**src/rtl/pc_pkg.sv**
```systemverilog
// Shared definitions for the program-counter unit.
//   - redirect_kind encodings driven by decode/execute
//   - default reset and exception vectors
//   - sequential fetch increment
package pc_pkg;

    localparam logic [1:0] KIND_BRANCH = 2'd0;
    localparam logic [1:0] KIND_JUMP   = 2'd1;
    localparam logic [1:0] KIND_CALL   = 2'd2;
    localparam logic [1:0] KIND_RET    = 2'd3;

    localparam logic [31:0] DEFAULT_RESET_VECTOR = 32'h0000_0000;
    localparam logic [31:0] DEFAULT_EXC_VECTOR   = 32'h0000_0080;

    localparam int PC_INCR = 4;

endpackage

```
**src/rtl/pc_ras.sv**
```systemverilog
// Circular return-address stack.
// Ports:
//   clock, reset      rising-edge clock, asynchronous active-low reset
//   push, pop         at most one asserted per cycle
//   push_data         address written at entry[sp] on push
//   top               entry[sp-1], the most recent return address
//   count             number of valid entries, saturates at RAS_DEPTH
// Pushing while full overwrites the oldest entry silently.
module pc_ras
    import pc_pkg::*;
#(
    parameter int ADDR_W    = 32,
    parameter int RAS_DEPTH = 8
) (
    input  logic                         clock,
    input  logic                         reset,
    input  logic                         push,
    input  logic                         pop,
    input  logic [ADDR_W-1:0]            push_data,
    output logic [ADDR_W-1:0]            top,
    output logic [$clog2(RAS_DEPTH):0]   count
);

    localparam int SP_W  = $clog2(RAS_DEPTH);
    localparam int CNT_W = SP_W + 1;

    logic [ADDR_W-1:0] entries [RAS_DEPTH];
    logic [SP_W-1:0]   sp;
    logic [SP_W-1:0]   sp_dec;

    assign sp_dec = sp - SP_W'(1);
    assign top    = entries[sp_dec];

    // Storage carries no reset; only the pointer and count define validity.
    always_ff @(posedge clock) begin
        if (push) begin
            entries[sp] <= push_data;
        end
    end

    always_ff @(posedge clock or negedge reset) begin
        if (!reset) begin
            sp    <= '0;
            count <= '0;
        end else if (push) begin
            sp <= sp + SP_W'(1);
            if (count != CNT_W'(RAS_DEPTH)) begin
                count <= count + CNT_W'(1);
            end
        end else if (pop) begin
            sp    <= sp_dec;
            count <= count - CNT_W'(1);
        end
    end

endmodule

```
**src/rtl/pc_unit.sv**
```systemverilog
// Program-counter unit: fetch address register, PC+4, prioritised
// redirects (exception > redirect > stall > sequential) and a return
// address stack so returns resolve without the register file.
// Ports:
//   clock, reset        rising-edge clock, asynchronous active-low reset
//   stall               hold pc (overridden by redirect and exception)
//   redirect_valid      redirect request; redirect_kind selects BRANCH/JUMP/CALL/RET
//   redirect_target     target for BRANCH/JUMP/CALL, fallback for RET on empty RAS
//   exc_valid           exception request, vectors to EXC_VECTOR and captures epc
//   pc, pc_plus4        current fetch address and its sequential successor
//   epc                 pc at the most recent exception
//   ras_count           valid RAS entries
//   ras_miss            one-cycle pulse after a RET found the RAS empty
//   misalign            one-cycle pulse after a misaligned redirect was trapped
// Build option: define PC_MISALIGN_TRAP_EN to turn redirects with a target
// whose low two bits are non-zero into exceptions; otherwise targets are
// used unchanged and misalign is constant 0.
module pc_unit
    import pc_pkg::*;
#(
    parameter int                ADDR_W       = 32,
    parameter int                RAS_DEPTH    = 8,
    parameter logic [ADDR_W-1:0] RESET_VECTOR = ADDR_W'(DEFAULT_RESET_VECTOR),
    parameter logic [ADDR_W-1:0] EXC_VECTOR   = ADDR_W'(DEFAULT_EXC_VECTOR)
) (
    input  logic                         clock,
    input  logic                         reset,
    input  logic                         stall,
    input  logic                         redirect_valid,
    input  logic [1:0]                   redirect_kind,
    input  logic [ADDR_W-1:0]            redirect_target,
    input  logic                         exc_valid,
    output logic [ADDR_W-1:0]            pc,
    output logic [ADDR_W-1:0]            pc_plus4,
    output logic [ADDR_W-1:0]            epc,
    output logic [$clog2(RAS_DEPTH):0]   ras_count,
    output logic                         ras_miss,
    output logic                         misalign
);

    logic [ADDR_W-1:0] ras_top;
    logic [ADDR_W-1:0] sel_target;
    logic [ADDR_W-1:0] pc_next;
    logic              is_ret;
    logic              ret_hit;
    logic              trap;
    logic              take_exc;
    logic              push;
    logic              pop;
    logic              miss_next;

    assign pc_plus4 = pc + ADDR_W'(PC_INCR);

    assign is_ret     = redirect_valid && (redirect_kind == KIND_RET);
    assign ret_hit    = is_ret && (ras_count != '0);
    assign sel_target = ret_hit ? ras_top : redirect_target;

`ifdef PC_MISALIGN_TRAP_EN
    // The check looks at the final target, so a RAS-supplied return
    // address is covered as well as the explicit one.
    assign trap = redirect_valid && (sel_target[1:0] != 2'b00);
`else
    assign trap = 1'b0;
`endif

    assign take_exc = exc_valid || trap;

    // An external exception cancels every side effect of a concurrent
    // redirect; a misalign trap still lets a RET pop but blocks a CALL push.
    assign push      = !exc_valid && redirect_valid && (redirect_kind == KIND_CALL) && !trap;
    assign pop       = !exc_valid && ret_hit;
    assign miss_next = !exc_valid && is_ret && (ras_count == '0);

    always_comb begin
        pc_next = pc_plus4;
        if (take_exc) begin
            pc_next = EXC_VECTOR;
        end else if (redirect_valid) begin
            pc_next = sel_target;
        end else if (stall) begin
            pc_next = pc;
        end
    end

    always_ff @(posedge clock or negedge reset) begin
        if (!reset) begin
            pc       <= RESET_VECTOR;
            epc      <= '0;
            ras_miss <= 1'b0;
        end else begin
            pc       <= pc_next;
            ras_miss <= miss_next;
            if (take_exc) begin
                epc <= pc;
            end
        end
    end

`ifdef PC_MISALIGN_TRAP_EN
    always_ff @(posedge clock or negedge reset) begin
        if (!reset) begin
            misalign <= 1'b0;
        end else begin
            misalign <= !exc_valid && trap;
        end
    end
`else
    assign misalign = 1'b0;
`endif

    pc_ras #(
        .ADDR_W    (ADDR_W),
        .RAS_DEPTH (RAS_DEPTH)
    ) u_ras (
        .clock     (clock),
        .reset     (reset),
        .push      (push),
        .pop       (pop),
        .push_data (pc_plus4),
        .top       (ras_top),
        .count     (ras_count)
    );

endmodule

```
**config.mk**
```make
export PLATFORM = sky130hd
export DESIGN_NAME = pc_unit
export DESIGN_NICKNAME = d
export VERILOG_FILES = /design/src/rtl/pc_pkg.sv /design/src/rtl/pc_ras.sv /design/src/rtl/pc_unit.sv
export SDC_FILE = /design/constraint.sdc
export NUM_CORES = 1
export LEC_CHECK = 0
export CORE_ASPECT_RATIO = 1.1
export CORE_MARGIN = 1
export CORE_UTILIZATION = 50
export CTS_CLUSTER_SIZE = 8
export DETAILED_ROUTE_END_ITERATION = 10
export PLACE_DENSITY = 0.73
export SLEW_MARGIN = 20
export SYNTH_ARGS = -nofsm -noshare
export SYNTH_HDL_FRONTEND = slang
export SYNTH_SLANG_ARGS = --single-unit
```
**constraint.sdc**
```tcl
create_clock -name clock -period 3.7 [get_ports clock]
set_input_delay 0.37 -clock clock [delete_from_list [all_inputs] [get_ports clock]]
set_output_delay 0.37 -clock clock [all_outputs]
set_load 0.02 [all_outputs]
```
==> flow_summary.yaml <==
pwr:
  pwr-share-comb_pct: 30.8
  max-vdd-ir-drop_v: 0.0004497
  switchingPower_mw: 3.655
  cellPowerDensity_nw_per_um2: 671.1
  leakage_nw: 6.288
  power.share.clock_pct: 32.0
  pwr-share-seq_pct: 37.3
  total_power_mw: 11.89
  switching_share_pct: 30.75
  p_int_mw: 8.231
global_routing:
  grt.overflow.total: 0
  grt_max_degree: 73
  antenna_found_initial: 0
  grt_pass1_wl_mm: 54.61
  grt_usage_pct: 25.88
  grt_pass1_vias: 8912
floorplanning:
  die_width_um: 162.6
  io-pin-count: 141
  initial_core_util_pct: 50.92
  core_area_um2: 27870
  die_y_um: 178.7
  die_area_um2: 29060
  row_count: 64
critical_path:
  crit_arrival_ps: 3160
  crit_required_ps: 3330
  cp_slowest_cell: "clkdlybuf4s50_1"
  critical_path_class: "flop to primary output"
  cpMostUsedCell: "buf_4"
  cp-start-kind: "flop"
  end_kind: "primary output"
  critPathMaxStageDelay_ps: 610
  path_cells: "nand3_2, nor4_2, buf_4, nand3_1, buf_4, nor2_1, xor2_1, buf_4, clkdlybuf4s50_1"
  crit_fanout: 9
clock_network:
  numClockSinks: 328
  htreeDepth: 2
  numCtsBuffers: 46
  cts_tree: "done"
  path_clk_slew_ps: 50
  clk_latency_ps: 530
  clockBufferDepth: 3
  cts-root-buf: "clkbuf_16"
outcome:
  status: "complete, no violations"
cells_and_area:
  layout-drive-gt1-share_pct: 22.55
  areaGrowthSynthToFinish_pct: 24.82
  fin_nets: 1130
  layout.cells.non_filler: 1485
  finish.utilization_pct: 63.56
  num_antenna_cells: 0
  final_common_cell: "edfxtp_1"
  layout_common_cells: "edfxtp_1 (256), clkdlybuf4s50_1 (137), dfrtp_1 (64), buf_4 (62), nand2_1 (58)"
  finalInstanceArea_um2: 17710
min_path:
  hold_class: "primary input to flop"
yosys:
  synth_top_area_share_pct: 54.18
  synth_ff_type: "edfxtp_1"
  syn_inst: 898
  synthDistinctLibCells: 55
  synth_area_leaders: "edfxtp_1 (54%), dfrtp_1 (13%), mux4_2 (8.9%), mux2_2 (3.6%), xnor2_1 (1.9%)"
  synth-seq-cells: 328
  seq_area_frac_synth_pct: 66.87
  synthArstFlopShare_pct: 21.95
  synthesis.nets: 942
  syn-cell-area_um2: 14190
  synth_edf_count: 256
  synth_area_leader_cell: "edfxtp_1"
  yosys_warnings: 0
  syn_avg_cell_area_um2: 15.80
detailed_routing:
  route.detailed.drc: 0
  drt-vias-per-instance: 6.009
  vias: 8923
  drtAntennaViolNets: 0
  wl_per_cell_um: 24.91
  first_iter_violations: 845
  first_pass_iters: 5
  totalWireLength_mm: 36.99
place:
  port_buffers: 139
  dp.cells: 1399
  place_area_um2: 16310
  hpwl_mm: 22.85
  pre_cts_slack_ps: 383.4
  globalplace.congestion: 0.9197
sta:
  worst_slew_pin_slew_ps: 986.4
  final_max_slew_viol_count: 0
  period_needed_ps: 3526
  fin_ws_ps: 173.7
  fin_skew_ps: 11.68
  max_freq_mhz: 283.6
  post-route-period-util_pct: 95.30
  fin_tns_setup_ps: 0
  maxSlewHeadroom_pct: 34.24
  hold_viol_final: 0
  whs_ps: 398.6
  setup_violations: 0
job:
  max_cap_viol_count: 0
## synthesized netlist by cell type, types with 5 or more instances
cell	n
a211oi_1	14
buf_4	7
nand3b_1	9
a31oi_1	7
nor4_1	9
nand3_1	22
nor2b_1	6
and4_1	8
inv_1	6
o21ai_0	11
clkbuf_1	27
mux4_2	56
a21oi_1	23
nor3_1	20
nor2_1	37
nand2_1	58
edfxtp_1	256
mux2_2	45
nand4_1	17
xor2_1	28
mux2i_1	13
and3_1	10
xnor2_1	30
dfrtp_1	72
nor3b_1	18
ha_1	5
a22oi_1	6
buf_2	24
## path summary, 6_finish.rpt
| check | from | to | slack, ps | depth (start not counted) |
|---|---|---|---|---|
| max | pc[6]$_DFFE_PN0P_ | pc_plus4[26] | 170 | 9 |
| max in group asynchronous | reset | pc[9]$_DFFE_PN0P_ | 2630 | 2 |
| min in group asynchronous | reset | u_ras.count[2]$_DFFE_PN0P_ | 450 | 2 |
| min reg2reg | epc[1]$_DFFE_PN0P_ | epc[1]$_DFFE_PN0P_ | 500 | 1 |
| max reg2reg | u_ras.sp[1]$_DFFE_PN0P_ | pc[23]$_DFFE_PN0P_ | 650 | 6 |
| min | exc_valid | pc[6]$_DFFE_PN0P_ | 400 | 2 |
## worst max-delay path, delay by kind of cell (launching register included)
family / cells / cell delay [ps]
and+or+nand+nor: 4 / 770
buffers and inverters: 4 / 1170
DFF: 1 / 520
xor gates and xnor gates: 1 / 180
## power by group through the flow
stage	Combinational, mW	Sequential [mW]	Clock (mW)
floorplan	2.51	4.51	0
global placement	3.60	4.48	0
detailed placement	3.63	4.49	0
CTS	3.67	4.42	3.85
global route	3.89	4.45	4.02
finish	3.66	4.43	3.80
## layer usage
metal	vias up	GRT usage, %	share of wire (%)
li1	3852	-	-
met1	4550	35.24	39
met2	439	41.68	49
met3	82	4.233	8.1
met4	0	10.75	3.9
met5	-	0	0
## sequential cells by signal, indices dropped and copies added (netlist names)
register,count
u_ras.sp,3
pc,32
epc,32
u_ras.count,4
ras_miss,1
u_ras.entries,256
## kinds of logic after synthesis
group / after synthesis / synth area share (%)
AOI/OAI and AO/OA: 86 / 3.959
xor gates and xnor gates: 60 / 3.809
DFF: 328 / 66.87
other: 1 / 0.02643
buffers and inverters: 71 / 2.442
muxes: 118 / 13.72
adders and majority gates: 5 / 0.4409
and+or+nand+nor: 229 / 8.730
## repair_timing
action / CTS / global route
resized for setup: 3 / 14
setup buffers: 0 / 1
endpoints found under the setup margin: 3 / 10
endpoints found under the hold margin: 0 / 72
pin swaps: 0 / 1
hold buffers: 0 / 1
## layout make-up
cell class,count,area [um^2]
Clock buffer,83,1290
Clock inverter,1,16.27
Fill cell,2053,10150
Inverter,6,22.52
Multi-Input combinational cell,499,4504
Sequential cell,328,9502
Tap cell,363,454.2
Timing Repair Buffer,205,1923
Note: power is estimated with default switching activity, not from simulation.
